**config.mk**
```make
export PLATFORM = sky130hd
export DESIGN_NAME = stats_window
export DESIGN_NICKNAME = d
export VERILOG_FILES = /design/src/rtl/stats_pkg.sv /design/src/rtl/stats_window_timer.sv /design/src/rtl/stats_window.sv
export SDC_FILE = /design/constraint.sdc
export NUM_CORES = 1
export LEC_CHECK = 0
export ABC_AREA = 1
export BUFFER_PORTS_ARGS = -buffer_cell sky130_fd_sc_hd__clkbuf_2
export CAP_MARGIN = 5
export CELL_PAD_IN_SITES_DETAIL_PLACEMENT = 2
export CELL_PAD_IN_SITES_GLOBAL_PLACEMENT = 2
export CORE_MARGIN = 5
export CORE_UTILIZATION = 34
export DETAILED_ROUTE_END_ITERATION = 10
export GPL_ROUTABILITY_DRIVEN = 0
export PLACE_DENSITY_LB_ADDON = 0.3
export SLEW_MARGIN = 20
export SYNTH_ARGS = -nofsm -noshare
export SYNTH_HDL_FRONTEND = slang
export SYNTH_SLANG_ARGS = --single-unit
```
**constraint.sdc**
```tcl
create_clock -name Clk -period 12.65 [get_ports Clk]
set_input_delay 0.6325 -clock Clk [delete_from_list [all_inputs] [get_ports Clk]]
set_output_delay 0.6325 -clock Clk [all_outputs]
set_load 0.05 [all_outputs]
```
**src/rtl/stats_pkg.sv**
```systemverilog
// Shared definitions for the windowed statistics block: register map and delta payload.
package stats_pkg;

  localparam int unsigned DATA_W = 32;
  localparam int unsigned ADDR_W = 4;

  localparam logic [ADDR_W-1:0] ADDR_D_FLIT   = 4'd0;
  localparam logic [ADDR_W-1:0] ADDR_D_PKT    = 4'd1;
  localparam logic [ADDR_W-1:0] ADDR_D_SOP    = 4'd2;
  localparam logic [ADDR_W-1:0] ADDR_D_RULE   = 4'd3;
  localparam logic [ADDR_W-1:0] ADDR_WIN_CNT  = 4'd4;
  localparam logic [ADDR_W-1:0] ADDR_ERR      = 4'd5;
  localparam logic [ADDR_W-1:0] ADDR_WINLEN   = 4'd6;

  typedef struct packed {
    logic [DATA_W-1:0] flit;
    logic [DATA_W-1:0] pkt;
    logic [DATA_W-1:0] pkt_sop;
    logic [DATA_W-1:0] rule;
  } stats_regs_t;

endpackage

```
**src/rtl/stats_window_timer.sv**
```systemverilog
// Window timer: counts 0..WINDOW_CYCLES-1 while enabled and flags the last cycle of each window.
module stats_window_timer #(
  parameter int unsigned WINDOW_CYCLES = 250000
) (
  input  logic Clk,
  input  logic Rst,
  input  logic en,
  input  logic clear,
  output logic tick
);

  localparam int unsigned TIMER_W = (WINDOW_CYCLES > 2) ? $clog2(WINDOW_CYCLES) : 1;
  localparam logic [TIMER_W-1:0] LAST = TIMER_W'(WINDOW_CYCLES - 1);

  logic [TIMER_W-1:0] timer;

  // clear wins over the window end, so no tick is reported in a clear cycle
  assign tick = en & ~clear & (timer == LAST);

  always_ff @(posedge Clk or posedge Rst) begin
    if (Rst) begin
      timer <= '0;
    end else if (clear) begin
      timer <= '0;
    end else if (en) begin
      if (timer == LAST) begin
        timer <= '0;
      end else begin
        timer <= timer + TIMER_W'(1);
      end
    end
  end

endmodule

```
**src/rtl/stats_window.sv**
```systemverilog
// Per-window deltas of four free-running upstream counters, readable through a small register port.
// Optional framing-error detection is built when STATS_WINDOW_ERR_EN is defined.
module stats_window
  import stats_pkg::*;
#(
  parameter int unsigned WINDOW_CYCLES = 250000
) (
  input  logic        Clk,
  input  logic        Rst,
  input  logic        en,
  input  logic        clear,
  input  logic [31:0] stats_flit,
  input  logic [31:0] stats_pkt,
  input  logic [31:0] stats_pkt_sop,
  input  logic [31:0] stats_rule,
  input  logic        rd_en,
  input  logic [3:0]  rd_addr,
  output logic [31:0] rd_data,
  output logic        rd_data_valid,
  output logic        win_done,
  output logic        err
);

  localparam logic [DATA_W-1:0] WIN_LEN = DATA_W'(WINDOW_CYCLES);

  logic              tick;
  stats_regs_t       cur;
  stats_regs_t       prev;
  stats_regs_t       delta;
  stats_regs_t       next_delta;
  logic [DATA_W-1:0] win_cnt;
  logic [DATA_W-1:0] rd_mux;

  stats_window_timer #(
    .WINDOW_CYCLES(WINDOW_CYCLES)
  ) u_timer (
    .Clk  (Clk),
    .Rst  (Rst),
    .en   (en),
    .clear(clear),
    .tick (tick)
  );

  // Modulo-2^32 subtraction absorbs an upstream counter wrap inside the window
  always_comb begin
    cur                = '0;
    cur.flit           = stats_flit;
    cur.pkt            = stats_pkt;
    cur.pkt_sop        = stats_pkt_sop;
    cur.rule           = stats_rule;
    next_delta         = '0;
    next_delta.flit    = cur.flit    - prev.flit;
    next_delta.pkt     = cur.pkt     - prev.pkt;
    next_delta.pkt_sop = cur.pkt_sop - prev.pkt_sop;
    next_delta.rule    = cur.rule    - prev.rule;
  end

  always_ff @(posedge Clk or posedge Rst) begin
    if (Rst) begin
      prev     <= '0;
      delta    <= '0;
      win_cnt  <= '0;
      win_done <= 1'b0;
    end else begin
      win_done <= tick;
      if (clear) begin
        prev    <= cur;
        delta   <= '0;
        win_cnt <= '0;
      end else if (tick) begin
        prev    <= cur;
        delta   <= next_delta;
        win_cnt <= win_cnt + DATA_W'(1);
      end
    end
  end

`ifdef STATS_WINDOW_ERR_EN
  logic [DATA_W-1:0] open_pkts;

  // More than one packet left open, or an eop seen without its sop, within one window
  assign open_pkts = next_delta.pkt_sop - next_delta.pkt;

  always_ff @(posedge Clk or posedge Rst) begin
    if (Rst) begin
      err <= 1'b0;
    end else if (clear) begin
      err <= 1'b0;
    end else if (tick && (open_pkts > DATA_W'(1))) begin
      err <= 1'b1;
    end
  end
`else
  assign err = 1'b0;
`endif

  always_comb begin
    rd_mux = '0;
    case (rd_addr)
      ADDR_D_FLIT:  rd_mux = delta.flit;
      ADDR_D_PKT:   rd_mux = delta.pkt;
      ADDR_D_SOP:   rd_mux = delta.pkt_sop;
      ADDR_D_RULE:  rd_mux = delta.rule;
      ADDR_WIN_CNT: rd_mux = win_cnt;
      ADDR_ERR:     rd_mux = {31'b0, err};
      ADDR_WINLEN:  rd_mux = WIN_LEN;
      default:      rd_mux = '0;
    endcase
  end

  // Response captures register state before any same-edge tick or clear update
  always_ff @(posedge Clk or posedge Rst) begin
    if (Rst) begin
      rd_data       <= '0;
      rd_data_valid <= 1'b0;
    end else begin
      rd_data_valid <= rd_en;
      if (rd_en) begin
        rd_data <= rd_mux;
      end
    end
  end

endmodule

```
==> results.env, run 1 <==
YS_WARN_COUNT=0
TIMING.CRITICAL_PATH.FROM='u_timer.timer[0]$_DFFE_PP0P_'
P_LEAK_nW=15.3
SYNTH-SEQ-AREA-SHARE_PCT=34.5
GRT_PASS1_WL_MM=156
GRT_UTIL_ALL_LAYERS_PCT=25.0
FINAL_NETS=4273
SYNTH_AREA_PER_CELL_UM2=6.39
CRITICAL_PATH.MOST_COMMON_CELL='sky130_fd_sc_hd__nand3_2'
FINAL_CELL_MIX='sky130_fd_sc_hd__nand2_1 (1,440), sky130_fd_sc_hd__inv_1 (773), sky130_fd_sc_hd__dfrtp_1 (340)'
LAYOUT_COMMONEST_CELL='sky130_fd_sc_hd__nand2_1'
POST-PLACE-CELLS=4905
HPWLAFTERDP_MM=76.3
ROUTED_VIA_DENSITY=5.05
RSZ0062_AT_GRT='false'
WORST_R2R_STARTPOINT='u_timer.timer[0]$_DFFE_PP0P_'
SETUP_VIOL_COUNT_FINAL=0
CTSRESIZECOUNT=0
OUTCOME='complete, no violations'
START_UTIL_PCT=34.3
HTREE_NUM_LEVELS=2
CP-END-KIND='register'
POST_CTS_BUFFERS=0
NUMBER_OF_CLOCK_BUFFERS_INSERTED_BY_TRITONCTS=44
ROOT_BUFFER='sky130_fd_sc_hd__clkbuf_16'
TRITONCTS='done'
GRT.BUSIEST_LAYER='met2'
CLOCK_POWER_SHARE_PCT=41.6
SYNTH.LIB_CELLS_USED.DISTINCT=43
ROUTED_WL_MM=99.4
FLOORPLAN.DIE_AREA_UM2=77900
SETUP_CRIT_PATH_KIND='register to register'
PATH_CLK_SLEW_PS=60
FP-ROW-COUNT=98
CP.REQUIRED_PS=13100
FIN_SETUP_TNS_PS=0
CTS_BUFFER_DEPTH=3
WIRE_PER_INST_UM=19.9
DETAILROUTE.VIA_COUNT=25200
NUMBER_OF_ANTENNA_VIOLATIONS_AT_THE_FIRST_CHECK_IN_GLOBAL_ROUTING=1
POSTSYNTHCELLCOUNT=3857
POST_SYNTHESIS_INSTANCE_AREA_UM2=24600
DRT_ITER0_DRC=1322
CLOCK_LATENCY_PS=590
POSTROUTEANTENNANETS=0
DIE_W_UM=279
DIE_H_UM=279
BUFFER_PORTS.INSERTED=170
CRITPATHMAXSTAGEDELAY_PS=900
PATH_MAX_FANOUT=105
SYNTHFLOPTYPE='sky130_fd_sc_hd__dfrtp_1'
MIN_PATH_TYPE='primary input to async pin'
CORE_AREA_UM2=71700
PATH_CELLS='ha_1, nand3_2, inv_2, nand3_1, nor2_2, nand3_2, nand2_8, clkinv_2, buf_4, nand2_1, o21ai_1'
POSTSYNTHREGISTERBITS=340
CLOCK.FMAX_GHz=0.241
SKEW_FINAL_PS=15.3
WORST_IR_DROP_VDD_uV=93.2
IO_PINS=172
POWER-PER-CELL-AREA_nW_PER_UM2=121
SYNTH-EDFF-COUNT=0
DRC=0
BUFFERS_INVERTERS_ON_CRITICAL_PATH=3
CRIT_PATH_TOP_DELAY_CELL='sky130_fd_sc_hd__clkinv_2'
GRTUSAGEMET2_PCT=44.2
PERIOD_UTILISATION_LAYOUT_PCT=32.8
WORSTMARGINPINSLEW_PS=1060
COMBINATIONALPOWERSHARE_PCT=24.5
MAX_SLEW_MARGIN_PCT=28.9
MAXCAPVIOLATIONS=0
LAYOUT-AREA-OVERHEAD-VS-SYNTH_PCT=12.9
FIN_CELLS=4987
CELL_INTERNAL_PWR_mW=2.22
DRIVE_ABOVE_1_SHARE_PCT=6.96
SYNTHARSTFLOPSHARE_PCT=100
MET3_TRACK_DEMAND_OVER_RESOURCE_PCT=2.65
GRT_MAX_DEGREE=106
TIMING.FINAL.HOLD_VIOLATIONS=0
GLOBALROUTEOVERFLOWTOTAL=0
CTS.SINK_COUNT=340
CTS_HOLD_REPAIR.BUFFERS=0
NUM-FILL-CELLS=8959
TIMING.CRITICAL_PATH.FROM_TYPE='register'
WORST_PATH_DOMINANT_CELL_FAMILY='simple AND/OR/NAND/NOR gates'
DRT_PASS1_ITERATIONS=5
MET1_USAGE_PCT=32.3
GRT_PASS1_VIAS=27700
FINAL_CORE_UTIL_PCT=38.8
SYN-NUM-NETS=4128
NET_SWITCHING_SHARE_OF_THE_TOTAL_POWER_PCT=34.2
CRITICAL_PATH_ARRIVAL_PS=4600
FINAL_MAX_SLEW_VIOL_COUNT=0
POWER.NET_SWITCHING_mW=1.15
PWR-SHARE-SEQ_PCT=33.9
FINAL_PERIOD_MINUS_WORST_SETUP_SLACK_PS=4150
-- cells in the mapped netlist (18+ instances only) --
cell type	n	area share (%)
sky130_fd_sc_hd__o22ai_1	35	0.89
sky130_fd_sc_hd__clkbuf_1	28	0.43
sky130_fd_sc_hd__o221ai_1	20	0.71
sky130_fd_sc_hd__ha_1	130	6.6
sky130_fd_sc_hd__dfrtp_1	340	35
sky130_fd_sc_hd__nand4_1	25	0.63
sky130_fd_sc_hd__buf_2	21	0.43
sky130_fd_sc_hd__xnor2_1	18	0.64
sky130_fd_sc_hd__nand2_1	1440	22
sky130_fd_sc_hd__nor2_1	251	3.8
sky130_fd_sc_hd__nor3_1	30	0.61
sky130_fd_sc_hd__a21oi_1	104	2.1
sky130_fd_sc_hd__o21ai_0	159	3.2
sky130_fd_sc_hd__buf_4	20	0.61
sky130_fd_sc_hd__o21ai_1	141	2.9
sky130_fd_sc_hd__nand3_1	205	4.2
sky130_fd_sc_hd__inv_1	775	12
-- kinds of logic after synthesis --
family / Yosys count / share of synthesized area (%)
simple gates: 1983 / 32.1
buf+inv: 868 / 14.2
other cells: 1 / 0.0152
fa+ha+maj: 134 / 6.93
xor+xnor: 30 / 1.07
flops: 340 / 34.5
compound gates: 501 / 11.1
-- final cells by class --
class	count	area, um^2	area share (%)
clock inverters	23	333	1.20
clock buffers	57	1220	4.39
flip-flops and latches	340	8510	30.6
inverters	781	2940	10.6
diodes	1	2.50	0.00899
well taps	950	1190	4.27
repair buffers	186	991	3.56
multi-input cells	2649	12600	45.4
-- path summary, 6_finish.rpt --
path	cells after the start	to	slack, ps
max	11	delta[68]$_DFFE_PP0P_	8500
min	2	prev[116]$_DFFE_PP0P_	150
max reg2reg	11	delta[68]$_DFFE_PP0P_	8500
min reg2reg	2	delta[89]$_DFFE_PP0P_	490
max in group asynchronous	3	win_cnt[0]$_DFFE_PP0P_	11030
min in group Clk	3	prev[116]$_DFFE_PP0P_	270
-- state kept, by name, summed over array words and instances (netlist names) --
register and cells:
win_cnt 32, u_timer.timer 18, rd_data 32, win_done 1, prev 128, rd_data_valid 1, delta 128
-- power groups by stage --
stage	Sequential (mW)	Combinational, mW	Clock [mW]
after floorplan	1.16	0.550	0
after global placement	1.16	0.790	0
after detailed placement	1.16	0.820	0
after CTS	1.14	0.837	1.43
after global routing	1.15	0.937	1.47
final	1.14	0.826	1.40
-- metrics by stage --
step	hold slack (ps)	total power [mW]	cell area (um^2)	setup slack, ps
5_1_grt	214	3.55	27800	8180
2_1_floorplan	449	1.71	24600	2590
3_5_place_dp	467	1.98	26200	8300
4_1_cts	171	3.41	27800	8520
6_report	153	3.37	27800	8500
3_3_place_gp	464	1.95	26200	8450
-- metal layers --
| layer | vias to the layer above | wire (um) |
|---|---|---|
| li1 | 12100 | - |
| met1 | 12500 | 44500 |
| met2 | 418 | 48500 |
| met3 | 141 | 3320 |
| met4 | 2 | 3080 |
| met5 | - | 13 |
Power figures use the tool's default switching activity.
==> run 2: changes to the inputs <==
==> constraint.sdc (replaced) <==
create_clock -name Clk -period 4 [get_ports Clk]
set_input_delay 0.2 -clock Clk [delete_from_list [all_inputs] [get_ports Clk]]
set_output_delay 0.2 -clock Clk [all_outputs]
set_load 0.05 [all_outputs]
==> results.env, run 2 (synthesized netlist as in run 1, its figures left out) <==
LAYOUT-AREA-OVERHEAD-VS-SYNTH_PCT=18.8
CRITICAL_PATH.MOST_COMMON_CELL='sky130_fd_sc_hd__nand3_2'
PATH_MAX_FANOUT=98
DRC=0
WORSTMARGINPINSLEW_PS=1100
CORE_AREA_UM2=71700
FINAL_NETS=4414
DIE_W_UM=279
HTREE_NUM_LEVELS=2
FINAL_CELL_MIX='sky130_fd_sc_hd__nand2_1 (1,440), sky130_fd_sc_hd__inv_1 (774), sky130_fd_sc_hd__dfrtp_1 (340)'
LAYOUT_TOP_REGISTERS='delta (128), prev (128)'
PATH_CLK_SLEW_PS=70
POST_CTS_BUFFERS=0
FP-ROW-COUNT=98
CRITICAL_PATH_ARRIVAL_PS=3310
WORST_HOLD_SLACK_PS=125
OUTCOME='complete, no violations'
MIN_PATH_TYPE='primary input to async pin'
CTS.SINK_COUNT=340
DIE_H_UM=279
PERIOD_UTILISATION_LAYOUT_PCT=70.6
NUMBER_OF_CLOCK_BUFFERS_INSERTED_BY_TRITONCTS=46
WORST_IR_DROP_VDD_uV=317
CRIT_PATH_TOP_DELAY_CELL='sky130_fd_sc_hd__buf_4'
CTS_BUFFER_DEPTH=3
FIN_TOTAL_PWR_mW=10.9
FINAL_MAX_SLEW_VIOL_COUNT=0
FINAL-SEQ-AREA_UM2=8510
WORST_R2R_STARTPOINT='u_timer.timer[0]$_DFFE_PP0P_'
MULTI_INPUT_COMBINATIONAL_CELL_AREA_UM2=12600
DETAILROUTE.VIA_COUNT=26200
R2R_CELLS=10
GRT_MAX_DEGREE=151
P_LEAK_nW=15.9
FLOORPLAN.DIE_AREA_UM2=77900
CP-END-KIND='register'
MAXCAPVIOLATIONS=0
START_UTIL_PCT=34.3
POSTLAYOUTCELLAREA_UM2=29300
WORST_PATH_DOMINANT_CELL_FAMILY='simple AND/OR/NAND/NOR gates'
DRT_PASS1_ITERATIONS=5
WIRE_PER_INST_UM=20.7
REG2REG_SETUP_SLACK_PS=1170
GRT_UTIL_ALL_LAYERS_PCT=26.6
RSZ0062_AT_GRT='false'
LAYOUT_COMMONEST_CELL='sky130_fd_sc_hd__nand2_1'
CTSRESIZECOUNT=0
ROUTED_WL_MM=106
GRT_PASS1_WL_MM=165
BUFFER_PORTS.INSERTED=170
PLACEMENT.CELL_AREA_UM2=26400
FINAL_PERIOD_MINUS_WORST_SETUP_SLACK_PS=2830
SETUP_CRIT_PATH_KIND='register to register'
ROUTED_VIA_DENSITY=5.11
CTS_HOLD_REPAIR.BUFFERS=130
PATH_CELLS='ha_1, nand3_2, inv_2, nand3_1, nor2_2, nand3_2, nand2_8, buf_4, nand2_1, o21ai_1'
POSTROUTEANTENNANETS=0
GLOBALROUTEOVERFLOWTOTAL=0
MAX_SLEW_MARGIN_PCT=26.9
CLOCK.FMAX_GHz=0.354
CRIT-REG2REG-CAPTURE='prev[78]$_DFFE_PP0P_'
TRITONCTS='done'
CP.REQUIRED_PS=4480
CRITPATHMAXSTAGEDELAY_PS=780
SETUP_VIOL_COUNT_FINAL=0
TIMING.FINAL.HOLD_VIOLATIONS=0
HPWLAFTERDP_MM=76.6
TIMING.CRITICAL_PATH.FROM_TYPE='register'
GRT_PASS1_VIAS=29300
POWER-PER-CELL-AREA_nW_PER_UM2=373
NUM-FILL-CELLS=8826
FINAL_CORE_UTIL_PCT=40.8
DRT_ITER0_DRC=1222
ROOT_BUFFER='sky130_fd_sc_hd__clkbuf_16'
DRIVE_ABOVE_1_SHARE_PCT=7.11
SKEW_FINAL_PS=24.4
NUMBER_OF_ANTENNA_VIOLATIONS_AT_THE_FIRST_CHECK_IN_GLOBAL_ROUTING=6
BUFFERS_INVERTERS_ON_CRITICAL_PATH=2
IO_PINS=172
CLOCK_LATENCY_PS=600
-- run 2: cell count changes in the layout (fill, tap and decap cells not counted), moves of 3 or more --
cell,change
sky130_fd_sc_hd__clkbuf_1,-4
sky130_fd_sc_hd__clkinv_4,+3
sky130_fd_sc_hd__buf_12,+4
sky130_fd_sc_hd__dlygate4sd3_1,+130
sky130_fd_sc_hd__inv_6,+3
sky130_fd_sc_hd__buf_4,+5
-- run 2: worst max path at each step --
stage	from	slack, ps	end	cells past startpoint
5_1_grt	u_timer.timer[0]$_DFFE_PP0P_	910	delta[66]$_DFFE_PP0P_	10
4_1_cts	u_timer.timer[0]$_DFFE_PP0P_	1150	delta[66]$_DFFE_PP0P_	10
3_5_place_dp	u_timer.timer[0]$_DFFE_PP0P_	1250	delta[102]$_DFFE_PP0P_	10
3_3_place_gp	u_timer.timer[0]$_DFFE_PP0P_	1290	delta[101]$_DFFE_PP0P_	10
2_1_floorplan	Rst	-750	delta[0]$_DFFE_PP0P_	1
6_report	u_timer.timer[0]$_DFFE_PP0P_	1170	prev[78]$_DFFE_PP0P_	10
-- run 2: area by class of cell --
type,count,area share [%]
diodes,1,0.00855
clock buffers,54,4.21
clock inverters,29,1.27
inverters,781,10.0
multi-input cells,2649,43.2
flip-flops and latches,340,29.1
well taps,950,4.06
repair buffers,325,8.18
-- run 2: report_power, final --
part / total, mW / leakage, nW / switching (mW) / internal, mW
registers: 3.62 / 4.51 / 0.0557 / 3.57
logic: 2.77 / 10.6 / 1.91 / 0.863
clock network: 4.54 / 0.783 / 1.86 / 2.67
-- run 2: worst min-delay path: stages --
cell                            delay (ps)
sky130_fd_sc_hd__dlygate4sd3_1         530
sky130_fd_sc_hd__clkbuf_2              130
sky130_fd_sc_hd__clkinvlp_4            240
-- run 2: layer usage --
metal | vias up | global-route usage, % | wire length (um)
li1 | 12400 | - | -
met1 | 13100 | 32.7 | 45300
met2 | 477 | 48.0 | 52600
met3 | 183 | 3.26 | 3990
met4 | 6 | 9.65 | 4210
met5 | - | 0 | 34
-- run 2: per-stage QoR --
stage / setup TNS, ps / instances / setup WS (ps)
finish: 0 / 5129 / 1170
global route: 0 / 5128 / 914
CTS: 0 / 5128 / 1150
detailed placement: 0 / 4915 / 1250
global placement: 0 / 4915 / 1290
floorplan: -253820 / 3857 / -747
==> run 3: changes to the inputs <==
--- a/config.mk
+++ b/config.mk
@@ -5,13 +5,13 @@
 export SDC_FILE = /design/constraint.sdc
 export NUM_CORES = 1
 export LEC_CHECK = 0
-export ABC_AREA = 1
+export ABC_AREA = 0
 export BUFFER_PORTS_ARGS = -buffer_cell sky130_fd_sc_hd__clkbuf_2
 export CAP_MARGIN = 5
 export CELL_PAD_IN_SITES_DETAIL_PLACEMENT = 2
 export CELL_PAD_IN_SITES_GLOBAL_PLACEMENT = 2
 export CORE_MARGIN = 5
-export CORE_UTILIZATION = 34
+export CORE_UTILIZATION = 35
 export DETAILED_ROUTE_END_ITERATION = 10
 export GPL_ROUTABILITY_DRIVEN = 0
 export PLACE_DENSITY_LB_ADDON = 0.3
==> constraint.sdc (replaced) <==
create_clock -name Clk -period 2.5 [get_ports Clk]
set_input_delay 0.125 -clock Clk [delete_from_list [all_inputs] [get_ports Clk]]
set_output_delay 0.125 -clock Clk [all_outputs]
set_load 0.05 [all_outputs]
==> results.env, run 3 <==
TIMING.CRITICAL_PATH.FROM_TYPE='register'
WORSTMARGINPINSLEW_PS=1240
CLOCK_LATENCY_PS=610
DIE_H_UM=255
YS_WARN_COUNT=0
CLOCK_POWER_SHARE_PCT=35.5
PLACEMENT.CELL_AREA_UM2=24700
HTREE_NUM_LEVELS=2
DRC=0
BUFFER_PORTS.INSERTED=170
FIN_TOTAL_PWR_mW=20.2
FINAL_MAX_SLEW_VIOL_COUNT=0
FIN_CELLS=3722
PWR-SHARE-SEQ_PCT=29.3
CP.REQUIRED_PS=2960
POST-PLACE-WS_PS=-550
SYNTH_MOST_COMMON_CELL='sky130_fd_sc_hd__dfrtp_1'
TIMING.FINAL.HOLD_VIOLATIONS=0
SYNTH-EDFF-COUNT=0
MET3_TRACK_DEMAND_OVER_RESOURCE_PCT=4.58
DRT_ITER0_DRC=2136
COMBINATIONALPOWERSHARE_PCT=35.2
PATH_MAX_FANOUT=4
NUMBER_OF_CLOCK_BUFFERS_INSERTED_BY_TRITONCTS=43
MET1_USAGE_PCT=37.7
SYNTHFLOPTYPE='sky130_fd_sc_hd__dfrtp_1'
HPWLAFTERDP_MM=63.0
SYNTH.LIB_CELLS_USED.DISTINCT=94
RSZ0062_AT_GRT='true'
TOP_POST_SYNTHESIS_CELLS_BY_COUNT='sky130_fd_sc_hd__dfrtp_1 (340), sky130_fd_sc_hd__nand2_1 (261), sky130_fd_sc_hd__inv_1 (226), sky130_fd_sc_hd__a21oi_1 (186), sky130_fd_sc_hd__ha_1 (130)'
MAX_SLEW_MARGIN_PCT=16.9
SYNTH_AREA_PER_CELL_UM2=9.18
POSTSYNTHCELLCOUNT=2284
GRT.BUSIEST_LAYER='met2'
YS_TOP_CELLS_BY_AREA='sky130_fd_sc_hd__dfrtp_1 (41%), sky130_fd_sc_hd__ha_1 (7.8%), sky130_fd_sc_hd__mux2_2 (6.4%), sky130_fd_sc_hd__nand2_1 (4.7%), sky130_fd_sc_hd__a21oi_1 (4.4%)'
SYN-NUM-NETS=2555
P_LEAK_nW=14.4
LAYOUT_SETUP_WS_PS=-669
MAXCAPVIOLATIONS=0
WORST_IR_DROP_VDD_uV=859
FLOORPLAN.DIE_AREA_UM2=64900
DRT_PASS1_ITERATIONS=9
FP-ROW-COUNT=89
WIRE_PER_INST_UM=36.7
LAYOUT_TOP_REGISTERS='delta (128), prev (128)'
VIOLATIONS='setup timing'
NETLIST.AREA_LEADER.SHARE_PCT=40.6
POST_SYNTHESIS_INSTANCE_AREA_UM2=21000
DETAILROUTE.VIA_COUNT=23700
DIE_W_UM=255
SETUP_VIOL_COUNT_FINAL=141
ROUTED_WL_MM=137
TRITONCTS='done'
FIN_SETUP_TNS_PS=-30960
SYNTHARSTFLOPSHARE_PCT=100
CTS.SINK_COUNT=340
SYNTH_TOP_AREA_CELL='sky130_fd_sc_hd__dfrtp_1'
SYNTH-SEQ-AREA-SHARE_PCT=40.6
POSTROUTEANTENNANETS=0
CRITICAL_PATH_ARRIVAL_PS=3630
POSTSYNTHREGISTERBITS=340
ROUTED_VIA_DENSITY=6.37
START_UTIL_PCT=35.5
CTS_BUFFER_DEPTH=3
GRT_UTIL_ALL_LAYERS_PCT=32.9
OUTCOME='finished with violations'
GRT_PASS1_WL_MM=164
SKEW_FINAL_PS=29.4
MIN_PATH_TYPE='primary input to register'
POST-PLACE-CELLS=3390
ROOT_BUFFER='sky130_fd_sc_hd__clkbuf_16'
LAYOUT-AREA-OVERHEAD-VS-SYNTH_PCT=49.9
POSTLAYOUTCELLAREA_UM2=31400
GLOBALROUTEOVERFLOWTOTAL=0
PATH_CLK_SLEW_PS=80
NET_SWITCHING_SHARE_OF_THE_TOTAL_POWER_PCT=36.5
POWER.NET_SWITCHING_mW=7.36
LAYOUT_COMMONEST_CELL='sky130_fd_sc_hd__dfrtp_1'
CORE_AREA_UM2=59100
DRIVE_ABOVE_1_SHARE_PCT=40.5
CELL_INTERNAL_PWR_mW=12.8
FINAL_PERIOD_MINUS_WORST_SETUP_SLACK_PS=3170
IO_PINS=172
GRT_MAX_DEGREE=67
FINAL_CELL_MIX='sky130_fd_sc_hd__dfrtp_1 (333), sky130_fd_sc_hd__buf_4 (311), sky130_fd_sc_hd__nand2_1 (236)'
SETUP_CRIT_PATH_KIND='register to register'
POWER-PER-CELL-AREA_nW_PER_UM2=642
CLOCK.FMAX_GHz=0.316
GRT_PASS1_VIAS=25100
GRTUSAGEMET2_PCT=58.8
PERIOD_UTILISATION_LAYOUT_PCT=127
NUMBER_OF_ANTENNA_VIOLATIONS_AT_THE_FIRST_CHECK_IN_GLOBAL_ROUTING=6
CP-END-KIND='register'
FINAL_NETS=3187
==> run 3: power by group through the flow <==
stage | registers (mW) | logic (mW) | clock network (mW)
2_1_floorplan | 5.91 | 2.61 | 0
3_3_place_gp | 5.91 | 4.19 | 0
3_5_place_dp | 5.94 | 4.43 | 0
4_1_cts | 5.85 | 5.35 | 6.79
5_1_grt | 5.91 | 7.28 | 7.30
6_report | 5.91 | 7.09 | 7.16
==> run 3: worst max-delay path: stages, from the launching register on <==
cell and delay [ps]:
sky130_fd_sc_hd__dfrtp_1 380, sky130_fd_sc_hd__ha_2 210, sky130_fd_sc_hd__fa_2 250, sky130_fd_sc_hd__nor2b_4 60, sky130_fd_sc_hd__o31a_1 280, sky130_fd_sc_hd__a211o_1 320, sky130_fd_sc_hd__buf_4 160, sky130_fd_sc_hd__o22ai_4 190
sky130_fd_sc_hd__o31ai_4 130, sky130_fd_sc_hd__a2111oi_4 350, sky130_fd_sc_hd__o21ai_1 160, sky130_fd_sc_hd__a31oi_1 260, sky130_fd_sc_hd__xor2_1 180, sky130_fd_sc_hd__o21ai_1 100
==> run 3: logic make-up (layout without fill, tap and decap cells) <==
family / Yosys count / in the layout / synth area share [%]
XOR/XNOR: 113 / 113 / 4.72
multiplexers: 134 / 134 / 7.11
AND/OR/NAND/NOR: 598 / 598 / 13.4
flip-flops: 340 / 340 / 40.6
buffers and inverters: 330 / 992 / 6.12
AO/OA/AOI/OAI: 634 / 634 / 19.9
adder cells (fa/ha/maj): 134 / 134 / 8.14
other: 1 / 4 / 0.0179
==> run 3: layer usage <==
layer / share of wire, % / routed length (um)
met5: 0.021 / 29
met1: 36 / 48700
met4: 9.0 / 12300
met2: 48 / 66200
met3: 6.8 / 9340
==> run 3: per-stage QoR <==
| step | util (%) | hold WS, ps |
|---|---|---|
| floorplan | - | 156 |
| global placement | 41.8 | 258 |
| detailed placement | 41.8 | 263 |
| CTS | 49.1 | 13.2 |
| global route | 53.1 | 30.4 |
| finish | 53.1 | 45.1 |
==> run 3: path summary, 6_finish.rpt <==
check / slack, ps / depth (start not counted) / startpoint / to
setup / recovery: -670 / 13 / prev[0]$_DFFE_PP0P_ / delta[28]$_DFFE_PP0P_
hold / removal: 50 / 3 / clear / delta[74]$_DFFE_PP0P_
setup reg to reg: -670 / 13 / prev[0]$_DFFE_PP0P_ / delta[28]$_DFFE_PP0P_
hold reg to reg: 510 / 1 / prev[29]$_DFFE_PP0P_ / prev[29]$_DFFE_PP0P_
max in group asynchronous: 1320 / 4 / Rst / prev[41]$_DFFE_PP0P_
min in group asynchronous: 280 / 3 / Rst / u_timer.timer[2]$_DFFE_PP0P_
==> run 3: timing repair <==
action                                  in CTS  in global routing
hold endpoints to repair                   137                  0
endpoints found under the setup margin     103                155
setup buffers                               62                 92
cloned                                       0                  5
pin swaps                                  148                211
hold buffers                               129                  0
gates resized for setup                    256                372
==> run 3: final cells by class <==
class                           count  area [um^2]
Fill cell                        5939        27700
Clock buffer                       58         1220
Clock inverter                     17          238
Sequential cell                   340         8520
Multi-Input combinational cell   1614        14000
Antenna cell                        3         7.51
Tap cell                          773          967
Inverter                          227          858
Timing Repair Buffer              690         5630
